==> src/rtl/mem_access_unit_pkg.sv <==
// Shared definitions for the MEM-stage access unit: BEOp width codes, FSM states
// and helpers that classify an access by width and alignment.
package mem_access_unit_pkg;

   localparam logic [2:0] BE_SW  = 3'b000;
   localparam logic [2:0] BE_SH  = 3'b001;
   localparam logic [2:0] BE_SB  = 3'b010;
   localparam logic [2:0] BE_LW  = 3'b011;
   localparam logic [2:0] BE_LHU = 3'b100;
   localparam logic [2:0] BE_LH  = 3'b101;
   localparam logic [2:0] BE_LBU = 3'b110;
   localparam logic [2:0] BE_LB  = 3'b111;

   typedef enum logic [1:0] {
      ST_IDLE = 2'd0,
      ST_REQ  = 2'd1,
      ST_DONE = 2'd2
   } state_t;

   typedef enum logic [1:0] {
      WID_BYTE = 2'd0,
      WID_HALF = 2'd1,
      WID_WORD = 2'd2
   } width_t;

   function automatic width_t op_width(input logic [2:0] op);
      case (op)
         BE_SW, BE_LW:         return WID_WORD;
         BE_SH, BE_LHU, BE_LH: return WID_HALF;
         default:              return WID_BYTE;
      endcase
   endfunction

   function automatic logic op_aligned(input logic [2:0] op, input logic [1:0] addr_lo);
      case (op_width(op))
         WID_WORD: return addr_lo == 2'b00;
         WID_HALF: return ~addr_lo[0];
         default:  return 1'b1;
      endcase
   endfunction

endpackage

==> src/rtl/mem_access_unit_lane_align.sv <==
// Byte-lane steering: store byte enables / replicated write data, and load
// extraction with sign or zero extension.
module mem_lane_align
   import mem_access_unit_pkg::*;
(
   input  logic [2:0]  st_op,
   input  logic [1:0]  st_addr,
   input  logic        st_we,
   input  logic [31:0] st_wdata,
   output logic [3:0]  st_be,
   output logic [31:0] st_wdata_rep,
   input  logic [2:0]  ld_op,
   input  logic [1:0]  ld_addr,
   input  logic [31:0] ld_word,
   output logic [31:0] ld_data
);

   logic [15:0] ld_half;
   logic [7:0]  ld_byte;

   // Reads always fetch the full word; only stores narrow the enables.
   always_comb begin
      st_be        = 4'b1111;
      st_wdata_rep = st_wdata;
      if (st_we) begin
         case (op_width(st_op))
            WID_HALF: begin
               st_be        = st_addr[1] ? 4'b1100 : 4'b0011;
               st_wdata_rep = {2{st_wdata[15:0]}};
            end
            WID_BYTE: begin
               st_be        = 4'b0001 << st_addr;
               st_wdata_rep = {4{st_wdata[7:0]}};
            end
            default: ;
         endcase
      end
   end

   always_comb begin
      ld_half = ld_addr[1] ? ld_word[31:16] : ld_word[15:0];
      case (ld_addr)
         2'd0:    ld_byte = ld_word[7:0];
         2'd1:    ld_byte = ld_word[15:8];
         2'd2:    ld_byte = ld_word[23:16];
         default: ld_byte = ld_word[31:24];
      endcase
      case (ld_op)
         BE_LB:         ld_data = {{24{ld_byte[7]}}, ld_byte};
         BE_LBU, BE_SB: ld_data = {24'h0, ld_byte};
         BE_LH:         ld_data = {{16{ld_half[15]}}, ld_half};
         BE_LHU, BE_SH: ld_data = {16'h0, ld_half};
         default:       ld_data = ld_word;
      endcase
   end

endmodule

==> src/rtl/mem_access_unit.sv <==
// MEM-stage load/store responder: one request/ack bus beat per access, pipeline stall.
// Optional MEM_TIMEOUT_EN adds a REQ watchdog and the sticky bus_err_o flag.
//
// state   | meaning
// IDLE    | waiting for an aligned MemRead/MemWrite; misaligned ones pulse misalign_o
// REQ     | bus_req_o high, request fields frozen until bus_ack_i (or watchdog)
// DONE    | one unstalled cycle so the pipeline moves past this instruction
module mem_access_unit
   import mem_access_unit_pkg::*;
#(
   parameter int ADDR_W         = 32,
   parameter int TIMEOUT_CYCLES = 64
) (
   input  logic              clk_i,
   input  logic              rst_i,
   input  logic              MemRead_i,
   input  logic              MemWrite_i,
   input  logic [2:0]        BEOp_i,
   input  logic [ADDR_W-1:0] addr_i,
   input  logic [31:0]       wdata_i,
   output logic [31:0]       rdata_o,
   output logic              stall_o,
   output logic              misalign_o,
   output logic              bus_req_o,
   output logic              bus_we_o,
   output logic [ADDR_W-1:0] bus_addr_o,
   output logic [3:0]        bus_be_o,
   output logic [31:0]       bus_wdata_o,
   input  logic              bus_ack_i,
   input  logic [31:0]       bus_rdata_i
`ifdef MEM_TIMEOUT_EN
   ,
   output logic              bus_err_o
`endif
);

   state_t      state;
   logic [2:0]  beop_q;
   logic [1:0]  addr_lo_q;
   logic        access;
   logic        aligned;
   logic [3:0]  st_be;
   logic [31:0] st_wdata_rep;
   logic [31:0] ld_data;

`ifdef MEM_TIMEOUT_EN
   localparam int CNT_W = $clog2(TIMEOUT_CYCLES) + 1;
   logic [CNT_W-1:0] req_cnt;
`endif

   assign access  = MemRead_i | MemWrite_i;
   assign aligned = op_aligned(BEOp_i, addr_i[1:0]);

   // Gated by rst_i so a reset mid-transaction releases the pipeline at once.
   assign stall_o = ~rst_i & (((state == ST_IDLE) & access & aligned) | (state == ST_REQ));

   mem_lane_align u_lane (
      .st_op        (BEOp_i),
      .st_addr      (addr_i[1:0]),
      .st_we        (MemWrite_i),
      .st_wdata     (wdata_i),
      .st_be        (st_be),
      .st_wdata_rep (st_wdata_rep),
      .ld_op        (beop_q),
      .ld_addr      (addr_lo_q),
      .ld_word      (bus_rdata_i),
      .ld_data      (ld_data)
   );

   always_ff @(posedge clk_i or posedge rst_i) begin
      if (rst_i) begin
         state       <= ST_IDLE;
         rdata_o     <= 32'h0;
         misalign_o  <= 1'b0;
         bus_req_o   <= 1'b0;
         bus_we_o    <= 1'b0;
         bus_addr_o  <= '0;
         bus_be_o    <= 4'h0;
         bus_wdata_o <= 32'h0;
         beop_q      <= 3'b000;
         addr_lo_q   <= 2'b00;
`ifdef MEM_TIMEOUT_EN
         req_cnt     <= '0;
         bus_err_o   <= 1'b0;
`endif
      end else begin
         misalign_o <= 1'b0;
         case (state)
            ST_IDLE: begin
               if (access && aligned) begin
                  state       <= ST_REQ;
                  bus_req_o   <= 1'b1;
                  bus_we_o    <= MemWrite_i;
                  bus_addr_o  <= {addr_i[ADDR_W-1:2], 2'b00};
                  bus_be_o    <= st_be;
                  bus_wdata_o <= st_wdata_rep;
                  beop_q      <= BEOp_i;
                  addr_lo_q   <= addr_i[1:0];
`ifdef MEM_TIMEOUT_EN
                  req_cnt     <= '0;
`endif
               end else if (access) begin
                  misalign_o <= 1'b1;
                  if (!MemWrite_i)
                     rdata_o <= 32'h0;
               end
            end
            ST_REQ: begin
               if (bus_ack_i) begin
                  bus_req_o <= 1'b0;
                  if (!bus_we_o)
                     rdata_o <= ld_data;
                  state <= ST_DONE;
               end
`ifdef MEM_TIMEOUT_EN
               else if (req_cnt == CNT_W'(TIMEOUT_CYCLES - 1)) begin
                  bus_req_o <= 1'b0;
                  rdata_o   <= 32'h0;
                  bus_err_o <= 1'b1;
                  state     <= ST_DONE;
               end else begin
                  req_cnt <= req_cnt + 1'b1;
               end
`endif
            end
            ST_DONE: state <= ST_IDLE;
            default: state <= ST_IDLE;
         endcase
      end
   end

endmodule

==> config.mk <==
export PLATFORM = sky130hd
export DESIGN_NAME = mem_access_unit
export DESIGN_NICKNAME = d
export VERILOG_FILES = /design/src/rtl/mem_access_unit_pkg.sv /design/src/rtl/mem_access_unit_lane_align.sv /design/src/rtl/mem_access_unit.sv
export SDC_FILE = /design/constraint.sdc
export NUM_CORES = 1
export LEC_CHECK = 0
export CELL_PAD_IN_SITES_DETAIL_PLACEMENT = 1
export CELL_PAD_IN_SITES_GLOBAL_PLACEMENT = 1
export CORE_MARGIN = 2
export CORE_UTILIZATION = 33
export CTS_BUF_LIST = sky130_fd_sc_hd__clkbuf_16
export DETAILED_ROUTE_END_ITERATION = 10
export HOLD_SLACK_MARGIN = 0.03
export PLACE_DENSITY_LB_ADDON = 0.1
export SLEW_MARGIN = 20
export SYNTH_ARGS = -nofsm -noshare
export SYNTH_HDL_FRONTEND = slang
export SYNTH_SLANG_ARGS = --single-unit
==> constraint.sdc <==
create_clock -name clk_i -period 4.4 [get_ports clk_i]
set_input_delay 0.66 -clock clk_i [delete_from_list [all_inputs] [get_ports clk_i]]
set_output_delay 0.66 -clock clk_i [all_outputs]
set_load 0.05 [all_outputs]
# Word level (Yosys, flattened, before mapping)
# Cells that the tools add are included.
[op_classes]
reduce_logical = 15
n_eq_ne = 22
shift = 1
mux = 26
bitwise = 7
[ops]
columns = ["operator", "count"]
rows = [
  ["$mux 32", 6],
  ["$pmux 32 s2", 2],
  ["$pmux 32 s4", 1],
  ["$pmux 8 s3", 1],
  ["$eq 3x3->1 const B", 6],
  ["$mux 16", 1],
  ["$ne 2x2->1 const B", 5],
  ["$eq 2x1->1 const B", 4],
  ["$logic_not 2->1", 4],
  ["$mux 4", 2],
  ["$pmux 2 s2", 2],
  ["$pmux 4 s2", 1],
  ["$eq 3x1->1 const B", 2],
  ["$eq 3x2->1 const B", 2],
  ["$mux 2", 3],
  ["$reduce_and 6->1", 1],
  ["$reduce_or 2->1", 3],
  ["$mux 1", 5],
  ["$eq 2x2->1 const B", 2],
  ["$pmux 1 s2", 2],
  ["$reduce_and 2->1", 2],
  ["$shl 1x2->4 const A", 1],
  ["$and 1x1->1", 3],
  ["$logic_not 3->1", 1],
  ["other kinds (7)", 9],
]
[totals]
ff_bits = 108
wordCells = 81
out_inout_bits = 104
input_bits = 104

# Logic depth before layout (Yosys ltp)
[logic_depth]
word_depth = 8
mapped_depth = 10

# By module
# A second synthesis with hierarchy kept.
[unflattened]
cells_unflattened = 592
hier_area_um2 = 6182.2
[by_module_without_submodules]
columns = ["module", "instances", "area_each_um2", "cells_per_inst"]
rows = [
  ["mem_access_unit", 1, 4499.3, 362],
  ["mem_lane_align", 1, 1682.9, 230],
]

# Worst setup path after synthesis
# No wires, ideal clock.
[synth_path]
path_type = "in2out"
startpoint = "input port BEOp_i[0]"
endpoint = "output port stall_o"
path_stages = 10
t_arrival_ns = 2.888
setup_slack_ns = 0.852
t_required_ns = 3.740
cell_sequence = "xnor2_1 > nand2b_1 > inv_1 > ha_1 > or3b_1 > a311oi_2 > buf_4 > buf_6 > inv_1 > a21oi_1"
[synth_between]
elab_chain_len = 8
elab_cells_between_ends = 14
[synth_rtl]
columns = ["item", "line_no", "text"]
rows = [
  ["start: declaration", "mem_access_unit.sv:18", "input logic [2:0] BEOp_i,"],
  ["$eq 3x1->1 (tied with other cells)", "mem_access_unit_pkg.sv:27", "case (op)"],
  ["$reduce_or 3->1 or $reduce_or 2->1 (tied branches)", "mem_access_unit_pkg.sv:27", ""],
  ["$pmux 2 s2 (*)", "mem_access_unit_pkg.sv:27", ""],
  ["$eq 2x1->1 or $eq 2x2->1 (tied branches)", "mem_access_unit_pkg.sv:35", "case (op_width(op))"],
  ["$pmux 1 s2 (*)", "mem_access_unit_pkg.sv:35", ""],
  ["$and 1x1->1 (*)", "mem_access_unit.sv:55", "assign stall_o = ~rst_i & (((state == ST_IDLE) & access & aligned) | (state == ST_REQ));"],
  ["$or 1x1->1 (*)", "mem_access_unit.sv:55", ""],
  ["$and 1x1->1 (*)", "mem_access_unit.sv:55", ""],
  ["end: declaration", "mem_access_unit.sv:22", "output logic stall_o,"],
]
# Mark *: on every way between the ends. The rest lies on a longest branch, timed or not.

# Worst setup path after layout
# Same ends and word-level chain as after synthesis.

==> summary.md <==
STA
- transition time at the pin with the least slew margin: 994 ps
- Worst Clk Skew: 9.55 ps
- setup repair after global routing missed its margin: false
- Max-Slew Margin vs Limit: 33.4%
- # setup viols final: 0
- Final Hold Vio Count: 0
- Final Max Tran Viols: 0
- minimum period implied by the final worst setup slack: 3580 ps
- worst slack on hold paths: 481 ps
- final total negative setup slack: 0 ps
- Final period util: 81.4%
- Max Clk Rate: 0.279 GHz

Clocking
- number of CTS-inserted buffers: 9
- total clock sinks: 108
- deepest clock path buffer count: 2
- TritonCTS clock tree: yes
- clock latency at the later pin of the worst-skew pair: 360 ps
- count of hold-fix buffers inserted at cts: 0
- Gates resized, CTS repair: 0
- clock root cell: sky130_fd_sc_hd__clkbuf_16
- level count of the clock H-tree: 3
- Post-CTS Setup Bufs: 0
- Clock Pin Slew Worst Setup and Hold Paths: 70 ps

GRT
- largest net degree at the start of global routing: 102
- vias in the first global route: 4751
- met1 capacity usage during global routing: 25.2%
- Remaining Overflow, GRT: 0
- number of antenna violations at the first check in global routing: 0
- first-pass GRT wire length: 25.8 mm
- GR peak layer: met2
- Total Routing Usage GR: 20.0%
- met2 routing resource usage after global routing: 31.4%
- met3 global-route usage: 7.91%

Floorplan
- area of the core: 15300 µm²
- die width: 130 µm
- Cell Rows: 45
- DIE AREA: 16800 µm²
- number of ports placed on the die boundary: 208
- Die Y: 130 µm
- initial core utilization: 34.1%

Critical path
- reg2reg end: rdata_o[12]$_DFFE_PP0P_
- Critical R2R Launch: addr_lo_q[0]$_DFFE_PP0P_
- depth of the worst register-to-register path: 4
- CP required: 3740 ps
- largest fanout on the critical path: 3
- type of the worst setup path: in2out
- stage delay of the slowest cell on the critical path: 520 ps
- series of cell instances along the critical path: clkdlybuf4s50_1 > xnor2_1 > nand2b_1 > inv_1 > ha_1 > or3b_1 > a311oi_4 > inv_1 > a21oi_1 > buf_12
- CP dominant cell by count: sky130_fd_sc_hd__inv_1
- slack of the worst reg-to-reg path: 1750 ps
- cell type group with the largest total delay on the critical path: buffers and inverters
- Arrival @ worst endpoint: 2920 ps
- crit end category: output port
- Max stage delay cell, worst path: sky130_fd_sc_hd__clkdlybuf4s50_1
- startpoint kind of the worst setup timing path: input port
- CP Depth: 10
- number of buffers and inverters on the critical path: 4

Synthesis
- post-synthesis cell type count: 44
- number of warnings printed during yosys synthesis: 0
- number of standard cells after synthesis: 458
- number of flops mapped to enable cells by yosys: 0
- mean area per synthesized cell: 11.4 µm²
- number of storage elements in the synthesis netlist: 108
- Area contributors post-synth: sky130_fd_sc_hd__dfrtp_1 52%, sky130_fd_sc_hd__mux2_2 11%, sky130_fd_sc_hd__mux2i_1 5.6%
- post-synth top area cell: sky130_fd_sc_hd__dfrtp_1
- share of the yosys chip area belonging to registers: 51.8%
- cell area after synthesis: 5220 µm²
- share of synthesized registers carrying an async set or reset: 100%
- most used flip-flop cell after synthesis: sky130_fd_sc_hd__dfrtp_1
- area share of the largest cell type after synthesis: 51.8%

Pwr
- areal power density over the cells: 849 nW/µm²
- leakage power total: 3.10 nW
- largest vdd supply drop: 0.410 mV

Route
- number of design-rule violations left by the first detailed-router iteration: 212
- via-per-instance ratio: 5.14
- number of detailed-routing iterations run before antenna repair: 4
- DRC violations left: 0
- average wire per standard cell: 19.0 µm
- number of vias in the routed layout: 4428
- count of antenna-violating nets left after detailed routing: 0
- Detailed Route WL: 16.4 mm

Min path
- Worst Hold Launch: bus_req_o$_DFFE_PP0P_
- class of the most critical hold timing path: reg2reg
- endpoint of the worst hold-timing path: bus_req_o$_DFFE_PP0P_
- hold path depth: 2

Finish
- area added between synthesis and finish: 47.4%
- most common cell after layout, fill and taps aside: sky130_fd_sc_hd__clkdlybuf4s50_1
- number of antenna diodes: 0
- fraction of final layout cells with drive strength greater than 1: 12.8%
- nets: 752
- commonest non-fill, non-tap cells in the layout: 204 x sky130_fd_sc_hd__clkdlybuf4s50_1, 108 x sky130_fd_sc_hd__dfrtp_1, 53 x sky130_fd_sc_hd__mux2_2
- post-route insts no fill: 861

Status
- result of the run: complete, no violations

Place
- Cells after DPL: 845
- count of input and output buffers: 205
- Routability Congestion: 0.771
- Detailed Place HPWL: 11.8 mm

Flow run
- maximum capacitance violations: 0

[flip-flops by register name, indices dropped and copies added, names as in the netlist]
register,count
bus_wdata_o,32
bus_we_o,1
state,2
rdata_o,32
bus_addr_o,30
addr_lo_q,2
beop_q,3
misalign_o,1
bus_req_o,1
bus_be_o,4
[tightest hold or removal path: stages, from the launching register on]
cell	delay (ps)
sky130_fd_sc_hd__dfrtp_1	340
sky130_fd_sc_hd__nand2_1	50
sky130_fd_sc_hd__nand2_1	60
[per-layer routing]
| metal | part of all wire, % | wire (µm) |
|---|---|---|
| met5 | 0 | 0 |
| met4 | 1.4 | 226 |
| met3 | 9.5 | 1560 |
| met2 | 47 | 7700 |
| met1 | 42 | 6910 |
[worst max path at each step]
stage                   start      end  slack (ps)
global placement    BEOp_i[1]  stall_o         860
detailed placement  BEOp_i[1]  stall_o         780
global route        BEOp_i[1]  stall_o         640
finish              BEOp_i[0]  stall_o         820
CTS                 BEOp_i[1]  stall_o         780
floorplan           BEOp_i[0]  stall_o         850
[where the power goes]
| part | total, mW | switching (mW) | internal, mW |
|---|---|---|---|
| registers | 1.83 | 0.374 | 1.45 |
| clock network | 0.749 | 0.373 | 0.376 |
| logic | 3.95 | 2.48 | 1.47 |
[logic make-up after synthesis]
logic type	share of synthesized area, %
multiplexers	17.0
XOR/XNOR	0.504
adder cells (fa/ha/maj)	0.720
AND/OR/NAND/NOR	8.39
other	0.0719
flip-flops	51.8
AO/OA/AOI/OAI	17.0
buffers and inverters	4.51
[synth_stat cells, types with 2 or more instances]
master and count:
sky130_fd_sc_hd__o22ai_1 7, sky130_fd_sc_hd__mux2_2 53, sky130_fd_sc_hd__clkbuf_1 13, sky130_fd_sc_hd__and3_1 2, sky130_fd_sc_hd__nor3b_1 2, sky130_fd_sc_hd__buf_2 13, sky130_fd_sc_hd__buf_4 6, sky130_fd_sc_hd__xnor2_1 2
sky130_fd_sc_hd__mux2i_1 29, sky130_fd_sc_hd__o21ai_0 19, sky130_fd_sc_hd__a31oi_1 3, sky130_fd_sc_hd__o2bb2ai_1 16, sky130_fd_sc_hd__a221o_1 16, sky130_fd_sc_hd__dfrtp_1 108, sky130_fd_sc_hd__a21oi_1 44, sky130_fd_sc_hd__nor2b_1 9
sky130_fd_sc_hd__nand2b_1 7, sky130_fd_sc_hd__a22oi_1 9, sky130_fd_sc_hd__a21boi_0 8, sky130_fd_sc_hd__nor3_1 21, sky130_fd_sc_hd__nor2_1 32, sky130_fd_sc_hd__buf_6 4, sky130_fd_sc_hd__or2_2 2, sky130_fd_sc_hd__inv_1 7
sky130_fd_sc_hd__ha_1 3, sky130_fd_sc_hd__nand2_1 5
[metrics by stage]
stage / worst slack [ps] / util (%) / instance area [µm²] / power (mW)
finish: 820 / 50.2 / 7690 / 6.53
global route: 640 / 50.2 / 7690 / 6.91
CTS: 782 / 50.2 / 7690 / 6.60
detailed placement: 781 / 48.5 / 7430 / 5.81
global placement: 857 / 48.5 / 7430 / 5.74
floorplan: 852 / - / 5220 / 4.49
[layout make-up]
class                           count  area (µm²)
Clock inverter                      7        35.0
Multi-Input combinational cell    307        2310
Tap cell                          211         264
Fill cell                        1658        7620
Inverter                            7        28.8
Clock buffer                        9         225
Sequential cell                   108        2700
Timing Repair Buffer              212        2130
(Power assumes the default switching activity.)
